<file path="src/rtl/latency_meter.sv">
// Stimulus-to-response latency meter: times each stim toggle against the next
// synchronized resp_async toggle and keeps running min/max/sum and error counters.
module latency_meter #(
    parameter int unsigned TIMEOUT = 1000000,
    parameter int unsigned SUM_W   = 48
) (
    input  logic             clk,
    input  logic             reset_n,
    input  logic             stim,
    input  logic             stim_done,
    input  logic             resp_async,
    output logic [31:0]      sample_data,
    output logic             sample_valid,
    input  logic             sample_ready,
    output logic [31:0]      min_lat,
    output logic [31:0]      max_lat,
    output logic [SUM_W-1:0] sum_lat,
    output logic [31:0]      n_samples,
    output logic [15:0]      timeouts,
    output logic [15:0]      misses,
    output logic [15:0]      spurious,
    output logic [15:0]      drops,
    output logic             finished
);

    typedef enum logic [1:0] {IDLE, WAIT_RESP, FINISHED} state_t;

    localparam logic [31:0] LAT_LIMIT = 32'(TIMEOUT - 1);

    function automatic logic [15:0] sat_inc16(input logic [15:0] v);
        return (v == 16'hFFFF) ? v : v + 16'd1;
    endfunction

    state_t           r_state;
    logic [31:0]      r_lat_cnt;
    logic             r_finished;
    logic             r_resp_meta, r_resp_s, r_resp_d, r_stim_d;
    logic [31:0]      r_sample_data, r_min_lat, r_max_lat, r_n_samples;
    logic [SUM_W-1:0] r_sum_lat;
    logic             r_sample_valid;
    logic [15:0]      r_timeouts, r_misses, r_spurious, r_drops;

    logic             w_stim_edge, w_resp_edge, w_in_wait;
    logic             w_hit, w_timeout, w_miss, w_spurious, w_drop;
    logic [31:0]      w_result;
    logic [SUM_W:0]   w_sum_ext;

    // Two-flop synchronizer plus edge-detect history; cleared so a high input after reset is one edge.
    always_ff @(posedge clk or negedge reset_n) begin
        if (!reset_n) begin
            r_resp_meta <= 1'b0;
            r_resp_s    <= 1'b0;
            r_resp_d    <= 1'b0;
            r_stim_d    <= 1'b0;
        end else begin
            // NOTE: non-blocking assignments make each flop sample the previous stage's old value.
            r_resp_meta <= resp_async;
            r_resp_s    <= r_resp_meta;
            r_resp_d    <= r_resp_s;
            r_stim_d    <= stim;
        end
    end

    assign w_stim_edge = stim ^ r_stim_d;
    assign w_resp_edge = r_resp_s ^ r_resp_d;
    assign w_in_wait   = (r_state == WAIT_RESP);
    assign w_result    = r_lat_cnt + 32'd1;
    assign w_hit       = w_in_wait & w_resp_edge;
    assign w_timeout   = w_in_wait & ~w_resp_edge & (r_lat_cnt == LAT_LIMIT);
    assign w_miss      = w_in_wait & w_stim_edge & ~w_resp_edge & ~w_timeout;
    assign w_spurious  = (r_state == IDLE) & ~stim_done & w_resp_edge;
    assign w_drop      = w_hit & r_sample_valid & ~sample_ready;
    assign w_sum_ext   = {1'b0, r_sum_lat} + (SUM_W+1)'(w_result);

    always_ff @(posedge clk or negedge reset_n) begin
        if (!reset_n) begin
            r_state    <= IDLE;
            r_lat_cnt  <= '0;
            r_finished <= 1'b0;
        end else begin
            case (r_state)
                IDLE: begin
                    if (stim_done) begin
                        r_state    <= FINISHED;
                        r_finished <= 1'b1;
                    end else if (w_stim_edge) begin
                        r_lat_cnt <= '0;
                        r_state   <= WAIT_RESP;
                    end
                end
                WAIT_RESP: begin
                    if (w_hit || w_timeout) begin
                        if (stim_done) begin
                            r_state    <= FINISHED;
                            r_finished <= 1'b1;
                        end else if (w_stim_edge) begin
                            r_lat_cnt <= '0;
                        end else begin
                            r_state <= IDLE;
                        end
                    end else if (w_stim_edge) begin
                        r_lat_cnt <= '0;
                    end else begin
                        r_lat_cnt <= r_lat_cnt + 32'd1;
                    end
                end
                FINISHED: r_state <= FINISHED;
                default:  r_state <= IDLE;
            endcase
        end
    end

    // Results and counters only move in WAIT_RESP/IDLE, so they freeze once FINISHED.
    always_ff @(posedge clk or negedge reset_n) begin
        if (!reset_n) begin
            r_sample_data  <= '0;
            r_sample_valid <= 1'b0;
            r_min_lat      <= 32'hFFFF_FFFF;
            r_max_lat      <= '0;
            r_sum_lat      <= '0;
            r_n_samples    <= '0;
            r_timeouts     <= '0;
            r_misses       <= '0;
            r_spurious     <= '0;
            r_drops        <= '0;
        end else begin
            if (w_hit) begin
                r_sample_data <= w_result;
                if (w_result < r_min_lat) r_min_lat <= w_result;
                if (w_result > r_max_lat) r_max_lat <= w_result;
                r_sum_lat <= w_sum_ext[SUM_W] ? '1 : w_sum_ext[SUM_W-1:0];
                if (r_n_samples != 32'hFFFF_FFFF) r_n_samples <= r_n_samples + 32'd1;
            end
            if (w_hit)             r_sample_valid <= 1'b1;
            else if (sample_ready) r_sample_valid <= 1'b0;
            if (w_drop)     r_drops    <= sat_inc16(r_drops);
            if (w_timeout)  r_timeouts <= sat_inc16(r_timeouts);
            if (w_miss)     r_misses   <= sat_inc16(r_misses);
            if (w_spurious) r_spurious <= sat_inc16(r_spurious);
        end
    end

    assign sample_data  = r_sample_data;
    assign sample_valid = r_sample_valid;
    assign min_lat      = r_min_lat;
    assign max_lat      = r_max_lat;
    assign sum_lat      = r_sum_lat;
    assign n_samples    = r_n_samples;
    assign timeouts     = r_timeouts;
    assign misses       = r_misses;
    assign spurious     = r_spurious;
    assign drops        = r_drops;
    assign finished     = r_finished;

endmodule

</file>
<file path="config.mk">
export PLATFORM = sky130hd
export DESIGN_NAME = latency_meter
export DESIGN_NICKNAME = d
export VERILOG_FILES = /design/src/rtl/latency_meter.sv
export SDC_FILE = /design/constraint.sdc
export NUM_CORES = 1
export LEC_CHECK = 0
export BUFFER_PORTS_ARGS = -buffer_cell sky130_fd_sc_hd__buf_2
export CAP_MARGIN = 20
export CORE_MARGIN = 8
export CORE_UTILIZATION = 57
export DETAILED_ROUTE_END_ITERATION = 16
export PLACE_DENSITY_LB_ADDON = 0.25
export SYNTH_ARGS = -nofsm -noshare
export SYNTH_HDL_FRONTEND = slang
export SYNTH_SLANG_ARGS = --single-unit
</file>
<file path="constraint.sdc">
create_clock -name clk -period 5.9 [get_ports clk]
set_input_delay 0.59 -clock clk [delete_from_list [all_inputs] [get_ports clk]]
set_output_delay 0.59 -clock clk [all_outputs]
set_load 0.05 [all_outputs]
</file>
# ---- Word level (Yosys, flattened, before mapping)
# Cells that the tools add are included.
dict set report classes {
  n_reduce_logical 13
  multipliers 0
  eq_ne 11
  bitwise_logic 20
  addsub 7
  n_div 0
  order_cmp 2
  n_mux 17
  shift 0
}
# operator n
set op_table {}
lappend op_table {{two-way mux 32 bit} 4}
lappend op_table {{adder 16 x 1 -> 16 bit, second input constant} 4}
lappend op_table {{adder 32 x 1 -> 32 bit, second input constant} 2}
lappend op_table {{equality test 16 bit, second input constant} 4}
lappend op_table {{one-hot mux 32 bit (2 select lines)} 1}
lappend op_table {{adder 48 x 32 -> 49 bit} 1}
lappend op_table {{two-way mux 48 bit} 1}
lappend op_table {{equality test 32 x 20 -> 1 bit, second input constant} 1}
lappend op_table {{> comparator 32 bit} 1}
lappend op_table {{< comparator 32 bit} 1}
lappend op_table {{!= test 32 bit, second input constant} 1}
lappend op_table {{AND reduction 2 bit} 8}
lappend op_table {{bitwise AND 1 bit} 10}
lappend op_table {{two-way mux 2 bit} 5}
lappend op_table {{inverter 1 bit} 8}
lappend op_table {{!= test 3 bit, second input constant} 2}
lappend op_table {{one-hot mux 2 bit (3 select lines)} 1}
lappend op_table {{two-way mux 1 bit} 4}
lappend op_table {{nonzero test 2 bit} 2}
lappend op_table {{AND reduction 3 bit} 1}
lappend op_table {{equality test 2 x 1 -> 1 bit, second input constant} 1}
lappend op_table {{equality test 2 bit, second input constant} 1}
lappend op_table {{zero test 2 bit} 1}
lappend op_table {{!= test 2 x 1 -> 1 bit, second input constant} 1}
lappend op_table {{other kinds (3)} 4}
dict set report totals {
  romBits 0
  mem_bits_rw 0
  mem_count 0
  register_bits 280
  output_inout_bits 242
  latch_bits 0
  wordCells 87
  input_bits 6
}

# ---- Longest topological paths before layout
# Gate-level depths: netlist of the first run.
dict set report logic_depth {
  depth_word 7
  mapped_depth 20
  mapped_depth_nobuf 18
}

# ---- Worst setup path after synthesis of the first run
# No wires, ideal clock.
dict set report synth_timing {
  kind {reg-to-reg}
  from {register r_lat_cnt[7]}
  to {register r_sum_lat[10], in the netlist sum_lat[10]}
  path_slack_ns 1.471
  period_less_slack_ns 4.429
  stages_incl_launch_ff 21
  arrival_ns 4.308
  required_time_ns 5.779
  setup_time_ns 0.121
  n_path_buf 3
  cell_sequence {dfrtp_1 buf_2 and4_1 and3_1 nand3_1 nor2_1 nand3_1 nor2_2 nand3_1 xnor2_1 ha_1 a21o_1 a21o_1 a21o_1 a21o_1 a221oi_1 nand2_1 a31o_2 clkbuf_1 buf_1 o22a_1}
}
dict set report synth_between {
  elab_chain_cells 3
}
# element line
set synth_lines {}
lappend synth_lines {{start: declaration} 35} ;# logic [31:0] r_lat_cnt;
lappend synth_lines {{start signal: assignment} 104} ;# r_lat_cnt <= r_lat_cnt + 32'd1;
lappend synth_lines {{adder 32 x 1 -> 32 bit} 67} ;# assign w_result = r_lat_cnt + 32'd1;
lappend synth_lines {{via w_result[27]} 45} ;# logic [31:0] w_result;
lappend synth_lines {{adder 48 x 32 -> 49 bit} 73} ;# assign w_sum_ext = {1'b0, r_sum_lat} + (SUM_W+1)'(w_result);
lappend synth_lines {{two-way mux 48 bit} 131} ;# r_sum_lat <= w_sum_ext[SUM_W] ? '1 : w_sum_ext[SUM_W-1:0];
lappend synth_lines {{end signal: assignment} 131}
lappend synth_lines {{end: declaration} 39} ;# logic [SUM_W-1:0] r_sum_lat;
# The timed path passes the listed nets, and every way through them passes these cells.
# A chain may end at the register's enable or synchronous reset.

# ---- Worst setup path in the final report of the first run
dict set report layout_timing {
  from {register r_lat_cnt[0]}
  to {register r_sum_lat[39], in the netlist sum_lat[39]}
}
# Same word-level chain as after synthesis.

==> flow_summary.toml, run 1 <==
[timing]
rsz0062_at_grt = "no"
hold_viol = 0
max_freq_mhz = 186
fin_crit_sh_pct = 91.1
postLayoutSetupSlackWorst_ns = 0.528
min_period_ns = 5.37
setup_viol = 0
tightest_slew_ns = 0.938
fin_skew_ns = 0.0262
fin_hold_ws_ns = 0.0650
setup_tns_ns = 0
drv_slew = 0
relSlewSlack_pct = 37.5

[critical_path]
critPathCaptureType = "register"
critPathLaunchType = "register"
required_ns = 6.33
path_class = "register to register"
crit_fanout = 14
worstPathArrival_ns = 5.81

[power]
internal_power_mw = 3.76
power_switching_mw = 2.13
p_leak_nw = 9.34
ir_drop_mv = 0.268
combPwrFrac_pct = 28.5
swShare_pct = 36.1
power_mw = 5.89
p_seq_share_pct = 38.7
clkPwrFrac_pct = 32.8
p_per_area_mw_per_mm2 = 326

[logic_synthesis]
synth_fp_nets = 1587
syn_area_mm2 = 0.0152
ys_types = 66
postSynthAreaPerCell_um2 = 10.3
ys_async_sr_fraction_pct = 100
netlist_instances = 1472
ys.flop_type = "dfrtp_1"
synth-edff-count = 0
yosys_warnings = 0
synth-seq-cells = 280
yosysSeqAreaShare_pct = 46.3

[clocking]
cts_resized = 0
cts_buffers = 31
post_cts_buffers = 0
clkTransAtPathRegs_ns = 0.06
cts_tree = "done"
cts_buffer_depth = 3
hold_buffers = 0
clk_latency_ns = 0.56
clock-sinks = 280
htreeDepth = 1
cts_root_buf = "clkbuf_16"

[place]
dp_hpwl_mm = 29.2
port_buffers = 247
pre_cts_ws_ns = 0.653
place.gp.congestion = 0.975

[floorplanning]
die_width_um = 179
rows = 60
die-area_mm2 = 0.0322
coreArea_mm2 = 0.0266
chipHeight_um = 179
start_util_pct = 57.3
pin_count = 248

[route]
wl_per_cell_um = 18.9
viasPerCell = 5.75
dr.pass1.iters = 5
vias = 12160
drc = 0
drt-total-wl_mm = 39.9
ant_nets = 0
drtIter0Drc = 930

[global_routing]
grt_max_degree = 119
globalRouteTotalUtil_pct = 24.6
gr-total-overflow = 0
grt_pass1_vias = 12196
antenna_found_initial = 0
grt_pass1_wl_mm = 63.4

[worst_hold_path]
hold_path.class = "input pin to asynchronous set/reset pin"

[layout]
num-fill-cells = 2144
fin_util_pct = 68.0
final_layout_size_suffix_gt1_share_pct = 26.7
multi_input_comb_area_mm2 = 0.00771
area_growth_pct = 18.7
fin_nets = 1863
ff_latch_area_mm2 = 0.00705
mostFrequentLayoutCells = "248 x dfrtp_1, 246 x buf_2, 188 x nand2_1"
layout_commonest_cell = "dfrtp_1"

[flow_run]
drv_cap = 0

[status]
status = "completed"
==> power by group through the flow <==
stage               Combinational, mW  Sequential (mW)  Clock (mW)
detailed placement               1.68             2.31           0
global route                     1.81             2.31        2.05
finish                           1.68             2.28        1.93
CTS                              1.68             2.28        1.98
global placement                 1.65             2.31           0
floorplan                       0.708             2.83           0
==> metal layers <==
metal / routed length (um) / up-vias / GRT usage [%] / share of wire, %
li1: - / 5739 / - / -
met1: 17000 / 5954 / 31.9 / 43
met2: 18800 / 386 / 40.5 / 47
met3: 2930 / 81 / 5.20 / 7.3
met4: 1150 / 0 / 8.16 / 2.9
met5: 0 / - / 0 / 0
==> sequential cells by signal, indices dropped and copies added, names as in the netlist <==
signal and cells:
drops 16, finished 1, max_lat 32, min_lat 32
misses 16, n_samples 32, r_lat_cnt 32, r_resp_d 1
r_resp_meta 1, r_resp_s 1, r_state 2, r_stim_d 1
sample_data 32, sample_valid 1, spurious 16, sum_lat 48
timeouts 16
==> kinds of logic after synthesis <==
logic type	count (synthesis)	synth area share, %
xor gates and xnor gates	151	8.69
buffers and inverters	123	3.12
and+or+nand+nor	478	15.5
AOI/OAI and AO/OA	247	11.1
muxes	84	6.21
DFF	280	46.3
adders and majority gates	109	9.01
==> worst paths after layout <==
path / start / cells after the start / end / slack [ns]
setup / recovery: r_lat_cnt[0]$_DFFE_PN0P_ / 17 / sum_lat[39]$_DFFE_PN0P_ / 0.53
hold / removal: reset_n / 1 / max_lat[6]$_DFFE_PN0P_ / 0.06
setup reg to reg: r_lat_cnt[0]$_DFFE_PN0P_ / 17 / sum_lat[39]$_DFFE_PN0P_ / 0.53
hold reg to reg: r_resp_meta$_DFF_PN0_ / 0 / r_resp_s$_DFF_PN0_ / 0.35
max in group asynchronous: reset_n / 2 / sample_data[30]$_DFFE_PN0P_ / 4.36
min in group clk: resp_async / 1 / r_resp_meta$_DFF_PN0_ / 0.15
==> worst max-delay path, cell delays in order, from the launching register on <==
cell,delay [ns]
dfrtp_1,0.49
and4_1,0.27
nand4_1,0.28
nor2_1,0.25
nand3_1,0.25
nor2_2,0.33
nand3_1,0.14
xnor2_1,0.66
ha_1,0.42
a21o_1,0.21
a21o_1,0.17
a21o_1,0.17
a21o_1,0.18
a221oi_1,0.30
a21oi_1,0.27
nand3_1,0.46
nand2_1,0.09
mux2_2,0.27
==> synth_stat cells (4+ instances only) <==
cell        n  share of area, %
inv_1      84               2.1
a31oi_1     7              0.29
o21a_1      6              0.30
dfrtp_1   248                41
clkbuf_1   27              0.67
o21bai_1    9              0.44
nor4_1      4              0.16
xnor2_1   101               5.8
nand4_1    46               1.9
o221ai_1    4              0.23
a22o_1     24               1.4
nand2b_1   11              0.45
mux2_2     83               6.1
xor2_1     50               2.9
or2_2       5              0.21
a21o_1     25               1.2
buf_2       5              0.16
dfstp_2    32               5.5
o31ai_1     4              0.20
nor2_1     67               1.7
a211oi_1    6              0.30
and3_1     29               1.2
or3_1       5              0.21
o211ai_1    6              0.30
nor3_1     15              0.49
nand3_1    55               1.8
and4_1     12              0.69
buf_1       6              0.15
nand2_1   188               4.6
a21oi_1    56               1.8
ha_1      108               8.9
and2_1      7              0.29
o21ai_0    46               1.5
o22a_1     28               1.6
a21boi_0    5              0.25
nor2b_1    16              0.66
==> area by class of cell <==
type / instances / area share [%]
Sequential cell: 280 / 39.0
Clock buffer: 42 / 4.91
Timing Repair Buffer: 282 / 8.47
Antenna cell: 1 / 0.0139
Tap cell: 341 / 2.36
Clock inverter: 15 / 0.811
Inverter: 84 / 1.75
Multi-Input combinational cell: 1069 / 42.7
==> per-stage QoR <==
step	instance area (um2)	cells
CTS	18000	2112
finish	18100	2114
detailed placement	17000	2055
global route	18100	2113
floorplan	15200	1472
global placement	17000	2055
No activity file was read; power rests on OpenSTA's default activity.
==> run 2, diff against run 1 <==
==> constraint.sdc (replaced) <==
create_clock -name clk -period 5.9 [get_ports clk]
set_input_delay 1.18 -clock clk [delete_from_list [all_inputs] [get_ports clk]]
set_output_delay 1.18 -clock clk [all_outputs]
set_load 0.05 [all_outputs]
==> run 2 against run 1 <==
  * Utilization fell by 0.19 points
  * Power is 0.97% lower
  * Sequential cell count is the same
  * Clock skew fell by 0.0032 ns
  * Critical path type unchanged
  * Critical endpoint is now sum_lat[43]$_DFFE_PN0P_
  * Largest power group unchanged
==> flow_summary.toml, run 2 (synthesized netlist as in run 1, its figures left out) <==
[critical_path]
required_ns = 6.34
rrSetupSlack_ns = 0.39
worstPathArrival_ns = 5.95
r2r-start = "r_lat_cnt[7]$_DFFE_PN0P_"
reg2reg_to = "sum_lat[43]$_DFFE_PN0P_"
critPathCaptureType = "register"
path_class = "register to register"
crit_fanout = 9
critPathLaunchType = "register"
r2r_cells = 18

[timing]
tightest_slew_ns = 0.913
fin_crit_sh_pct = 93.4
rsz0062_at_grt = "no"
min_period_ns = 5.51
postLayoutSetupSlackWorst_ns = 0.391
drv_slew = 0
relSlewSlack_pct = 39.2
max_freq_mhz = 182
setup_tns_ns = 0
fin_hold_ws_ns = 0.354
hold_viol = 0
fin_skew_ns = 0.0229
setup_viol = 0

[floorplanning]
die_width_um = 179
start_util_pct = 57.3
chipHeight_um = 179
pin_count = 248
die-area_mm2 = 0.0322
coreArea_mm2 = 0.0266
rows = 60

[route]
vias = 12202
wl_per_cell_um = 18.9
drt-total-wl_mm = 39.9
drc = 0
drtIter0Drc = 882
dr.pass1.iters = 5
ant_nets = 0
viasPerCell = 5.77

[clocking]
cts_resized = 0
cts_buffer_depth = 3
htreeDepth = 1
hold_buffers = 0
cts_root_buf = "clkbuf_16"
post_cts_buffers = 0
clock-sinks = 280
cts_tree = "done"
clkTransAtPathRegs_ns = 0.06
clk_latency_ns = 0.56
cts_buffers = 30

[worst_hold_path]
hold_depth = 0
worstHoldStart = "r_resp_meta$_DFF_PN0_"
min_to = "r_resp_s$_DFF_PN0_"
hold_path.class = "register to register"

[power]
power_switching_mw = 2.11
combPwrFrac_pct = 29.0
p_seq_share_pct = 39.1
swShare_pct = 36.1
clkPwrFrac_pct = 31.9
ir_drop_mv = 0.174
power_mw = 5.84
internal_power_mw = 3.73
p_leak_nw = 9.32
p_per_area_mw_per_mm2 = 324

[place]
dp.cells = 2055
dpl-instance-area_mm2 = 0.0170
port_buffers = 247
dp_hpwl_mm = 29.2
pre_cts_ws_ns = 0.520
place.gp.congestion = 0.973

[global_routing]
gr-total-overflow = 0
antenna_found_initial = 1
grt_pass1_vias = 12094
grt_max_degree = 116
grt_pass1_wl_mm = 63.2
globalRouteTotalUtil_pct = 24.5

[layout]
largest_reg_flops = 48
layout_commonest_cell = "dfrtp_1"
finalInstanceArea_mm2 = 0.0180
fin_nets = 1862
finalNonFillerCells = 2113
fin_util_pct = 67.8
final_layout_size_suffix_gt1_share_pct = 26.3
area_growth_pct = 18.3
mostFrequentLayoutCells = "248 x dfrtp_1, 246 x buf_2, 188 x nand2_1"

[flow_run]
drv_cap = 0

[status]
status = "completed"
==> run 2: worst max-delay path, cell delays in order (launching register included) <==
cell      delay, ns
dfrtp_1        0.49
and4_1         0.25
and3_1         0.21
nand3_1        0.15
nor4_4         0.44
nand2_1        0.13
nor2_1         0.26
nand2_1        0.12
xnor2_1        0.68
ha_1           0.34
nand4_1        0.13
nor3_1         0.32
inv_1          0.09
a311oi_1       0.47
o211ai_1       0.20
a21oi_1        0.38
and4_1         0.34
nand4_1        0.12
mux2_2         0.29
==> run 2: worst max path at each step <==
stage | endpoint | from | cells past startpoint | slack, ns
2_1_floorplan | sum_lat[10]$_DFFE_PN0P_ | r_lat_cnt[7]$_DFFE_PN0P_ | 20 | 1.47
3_3_place_gp | sum_lat[43]$_DFFE_PN0P_ | r_lat_cnt[7]$_DFFE_PN0P_ | 18 | 0.72
3_5_place_dp | sum_lat[43]$_DFFE_PN0P_ | r_lat_cnt[7]$_DFFE_PN0P_ | 18 | 0.52
4_1_cts | sum_lat[43]$_DFFE_PN0P_ | r_lat_cnt[7]$_DFFE_PN0P_ | 18 | 0.49
5_1_grt | sum_lat[43]$_DFFE_PN0P_ | r_lat_cnt[7]$_DFFE_PN0P_ | 18 | 0.005
6_report | sum_lat[43]$_DFFE_PN0P_ | r_lat_cnt[7]$_DFFE_PN0P_ | 18 | 0.39
==> run 2: power groups by stage <==
stage	sequential, mW	clock, mW	combinational, mW
floorplan	2.83	0	0.708
global placement	2.31	0	1.65
detailed placement	2.31	0	1.69
CTS	2.28	1.90	1.69
global route	2.31	1.98	1.80
finish	2.28	1.86	1.69
==> run 2: routing by layer <==
metal	track usage [%]	wire [um]
met5	0	0
met3	5.03	2810
met1	31.9	17000
met4	8.82	1380
met2	40.1	18700
==> run 2: cell type report <==
| cell class | instances | area [um2] |
|---|---|---|
| sequential | 280 | 7050 |
| clock inverter | 6 | 55.1 |
| antenna | 1 | 2.50 |
| timing repair buffer | 282 | 1530 |
| multi-input combinational | 1069 | 7710 |
| fill | 2111 | 8570 |
| inverter | 84 | 315 |
| clock buffer | 50 | 927 |
| tap | 341 | 427 |
==> run 3, diff against run 2 <==
--- a/config.mk
+++ b/config.mk
@@ -11,6 +11,7 @@
 export CORE_UTILIZATION = 57
 export DETAILED_ROUTE_END_ITERATION = 16
 export PLACE_DENSITY_LB_ADDON = 0.25
+export REMOVE_ABC_BUFFERS = 1
 export SYNTH_ARGS = -nofsm -noshare
 export SYNTH_HDL_FRONTEND = slang
 export SYNTH_SLANG_ARGS = --single-unit
==> run 3 against run 2 <==
  * Die area stayed put
  * Clock power is 11% higher
  * Non-clock buffer count is 1 lower
  * First-iteration DRC count is 29% lower
  * Critical path depth is 3 lower
  * Setup slack better by 0.39 ns
  * Largest cell class unchanged
  * Global-route usage is 0.38 points lower
  * Largest power group unchanged
  * Power is 3.8% higher
  * Cell area is 0.74% higher
  * Highest routed layer unchanged
  * Worst hold slack better by 0.0066 ns
  * Sequential power hardly changed
  * Sequential share of layout area is 0.29 points lower
==> flow_summary.toml, run 3 (synthesized netlist as in run 1, its figures left out) <==
[power]
power_mw = 6.06
p_leak_nw = 9.38
p_per_area_mw_per_mm2 = 334
ir_drop_mv = 0.224

[global_routing]
antenna_found_initial = 0
grt_pass1_vias = 12102
gr-total-overflow = 0
globalRouteTotalUtil_pct = 24.1
grt_pass1_wl_mm = 62.3
grt_max_degree = 117

[critical_path]
crit_path_top_delay_cell = "xnor2_1"
path_cells = "and4_1 > nand4_1 > nor2_1 > nand3_1 > xnor2_1 > ha_1 > and2_1 > a221o_1 > a21oi_1 > o221ai_1 > o2111ai_1 > a21oi_1 > nand3_1 > nand2_1 > mux2_2"
critPathMaxStageDelay_ns = 0.64
cpLargestDelayFamily = "simple AND/OR/NAND/NOR gates"
critPathCaptureType = "register"
worstPathArrival_ns = 5.55
critPathLaunchType = "register"
required_ns = 6.33
crit_fanout = 14
path_class = "register to register"
crit_buf_inv = 0

[place]
pre_cts_ws_ns = 0.839
dp.cells = 2054
dp_hpwl_mm = 28.9
place.gp.congestion = 0.890
port_buffers = 247

[timing]
hold_viol = 0
fin_crit_sh_pct = 86.7
drv_slew = 0
tightest_slew_ns = 0.890
fin_skew_ns = 0.00952
rsz0062_at_grt = "no"
postLayoutSetupSlackWorst_ns = 0.783
setup_tns_ns = 0
max_freq_mhz = 195
relSlewSlack_pct = 40.6
min_period_ns = 5.12
setup_viol = 0

[worst_hold_path]
hold_path.class = "register to register"

[clocking]
hold_buffers = 0
cts_resized = 0
cts_tree = "done"
clock-sinks = 280
cts_root_buf = "clkbuf_16"
clk_latency_ns = 0.55
clkTransAtPathRegs_ns = 0.06
cts_buffer_depth = 3
htreeDepth = 1
post_cts_buffers = 0
cts_buffers = 31

[status]
status = "completed"

[layout]
fin_nets = 1862
final_layout_size_suffix_gt1_share_pct = 26.7
num-fill-cells = 2091
largest_reg_flops = 48
area_growth_pct = 19.2
n_antenna_cell = 0
finalNonFillerCells = 2111
layout_commonest_cell = "dfrtp_1"
mostFrequentLayoutCells = "248 x dfrtp_1, 246 x buf_2, 188 x nand2_1"

[route]
vias = 12041
dr.pass1.iters = 5
drc = 0
ant_nets = 0
drt-total-wl_mm = 39.5
viasPerCell = 5.70
wl_per_cell_um = 18.7
drtIter0Drc = 624

[floorplanning]
die-area_mm2 = 0.0322
chipHeight_um = 179
die_width_um = 179
start_util_pct = 57.3
pin_count = 248
coreArea_mm2 = 0.0266
rows = 60

[flow_run]
drv_cap = 0
## run 3: changes by cell type in the layout (fill, tap and decap cells not counted), sizes merged
cell | previous run | this run
buf | 282 | 281
diode | 1 | 0
clkbuf | 50 | 35
bufinv | 1 | 7
clkinvlp | 0 | 4
clkinv | 5 | 10
## run 3: where the power goes
group / switching (mW) / internal [mW] / leakage (nW)
combinational: 1.17 / 0.532 / 5.15
clock: 0.778 / 1.29 / 0.537
sequential: 0.193 / 2.10 / 3.69
## run 3: metrics by stage
| step | utilization, % | hold slack [ns] | cell area, um2 |
|---|---|---|---|
| detailed placement | 64.0 | 0.342 | 17000 |
| global route | 68.3 | 0.369 | 18100 |
| finish | 68.3 | 0.361 | 18100 |
| CTS | 68.2 | 0.361 | 18100 |
| floorplan | - | 0.331 | 15100 |
| global placement | 64.0 | 0.336 | 17000 |
## run 3: final cells by class
class | instances | area, um2 | area share, %
Clock buffer | 35 | 811 | 4.47
Clock inverter | 21 | 290 | 1.60
Inverter | 84 | 315 | 1.74
Multi-Input combinational cell | 1069 | 7710 | 42.5
Sequential cell | 280 | 7050 | 38.8
Tap cell | 341 | 427 | 2.35
Timing Repair Buffer | 281 | 1550 | 8.52
## run 3: path summary, 6_finish.rpt
kind / startpoint / end / slack (ns) / cells past startpoint
max in group asynchronous: reset_n / timeouts[3]$_DFFE_PN0P_ / 3.98 / 2
max: r_lat_cnt[0]$_DFFE_PN0P_ / sum_lat[39]$_DFFE_PN0P_ / 0.78 / 15
min in group asynchronous: reset_n / sample_data[2]$_DFFE_PN0P_ / 0.68 / 1
min: r_resp_meta$_DFF_PN0_ / r_resp_s$_DFF_PN0_ / 0.36 / 0
min reg2reg: r_resp_meta$_DFF_PN0_ / r_resp_s$_DFF_PN0_ / 0.36 / 0
max reg2reg: r_lat_cnt[0]$_DFFE_PN0P_ / sum_lat[39]$_DFFE_PN0P_ / 0.78 / 15
## run 3: worst register-to-register path: cells and delay by family, from the launching register on
kind,cells,cell delay [ns]
AO/OA/AOI/OAI,5,1.29
XOR/XNOR,1,0.64
adder cells (fa/ha/maj),1,0.42
flip-flops,1,0.48
multiplexers,1,0.28
AND/OR/NAND/NOR,7,1.92
## run 3: layer usage
metal  part of all wire, %  GRT usage (%)  wire, um
met1                    43           31.1     16800
met2                    47           39.6     18600
met3                   7.2           5.26      2860
met4                   3.2           8.50      1250
met5                     0              0         0
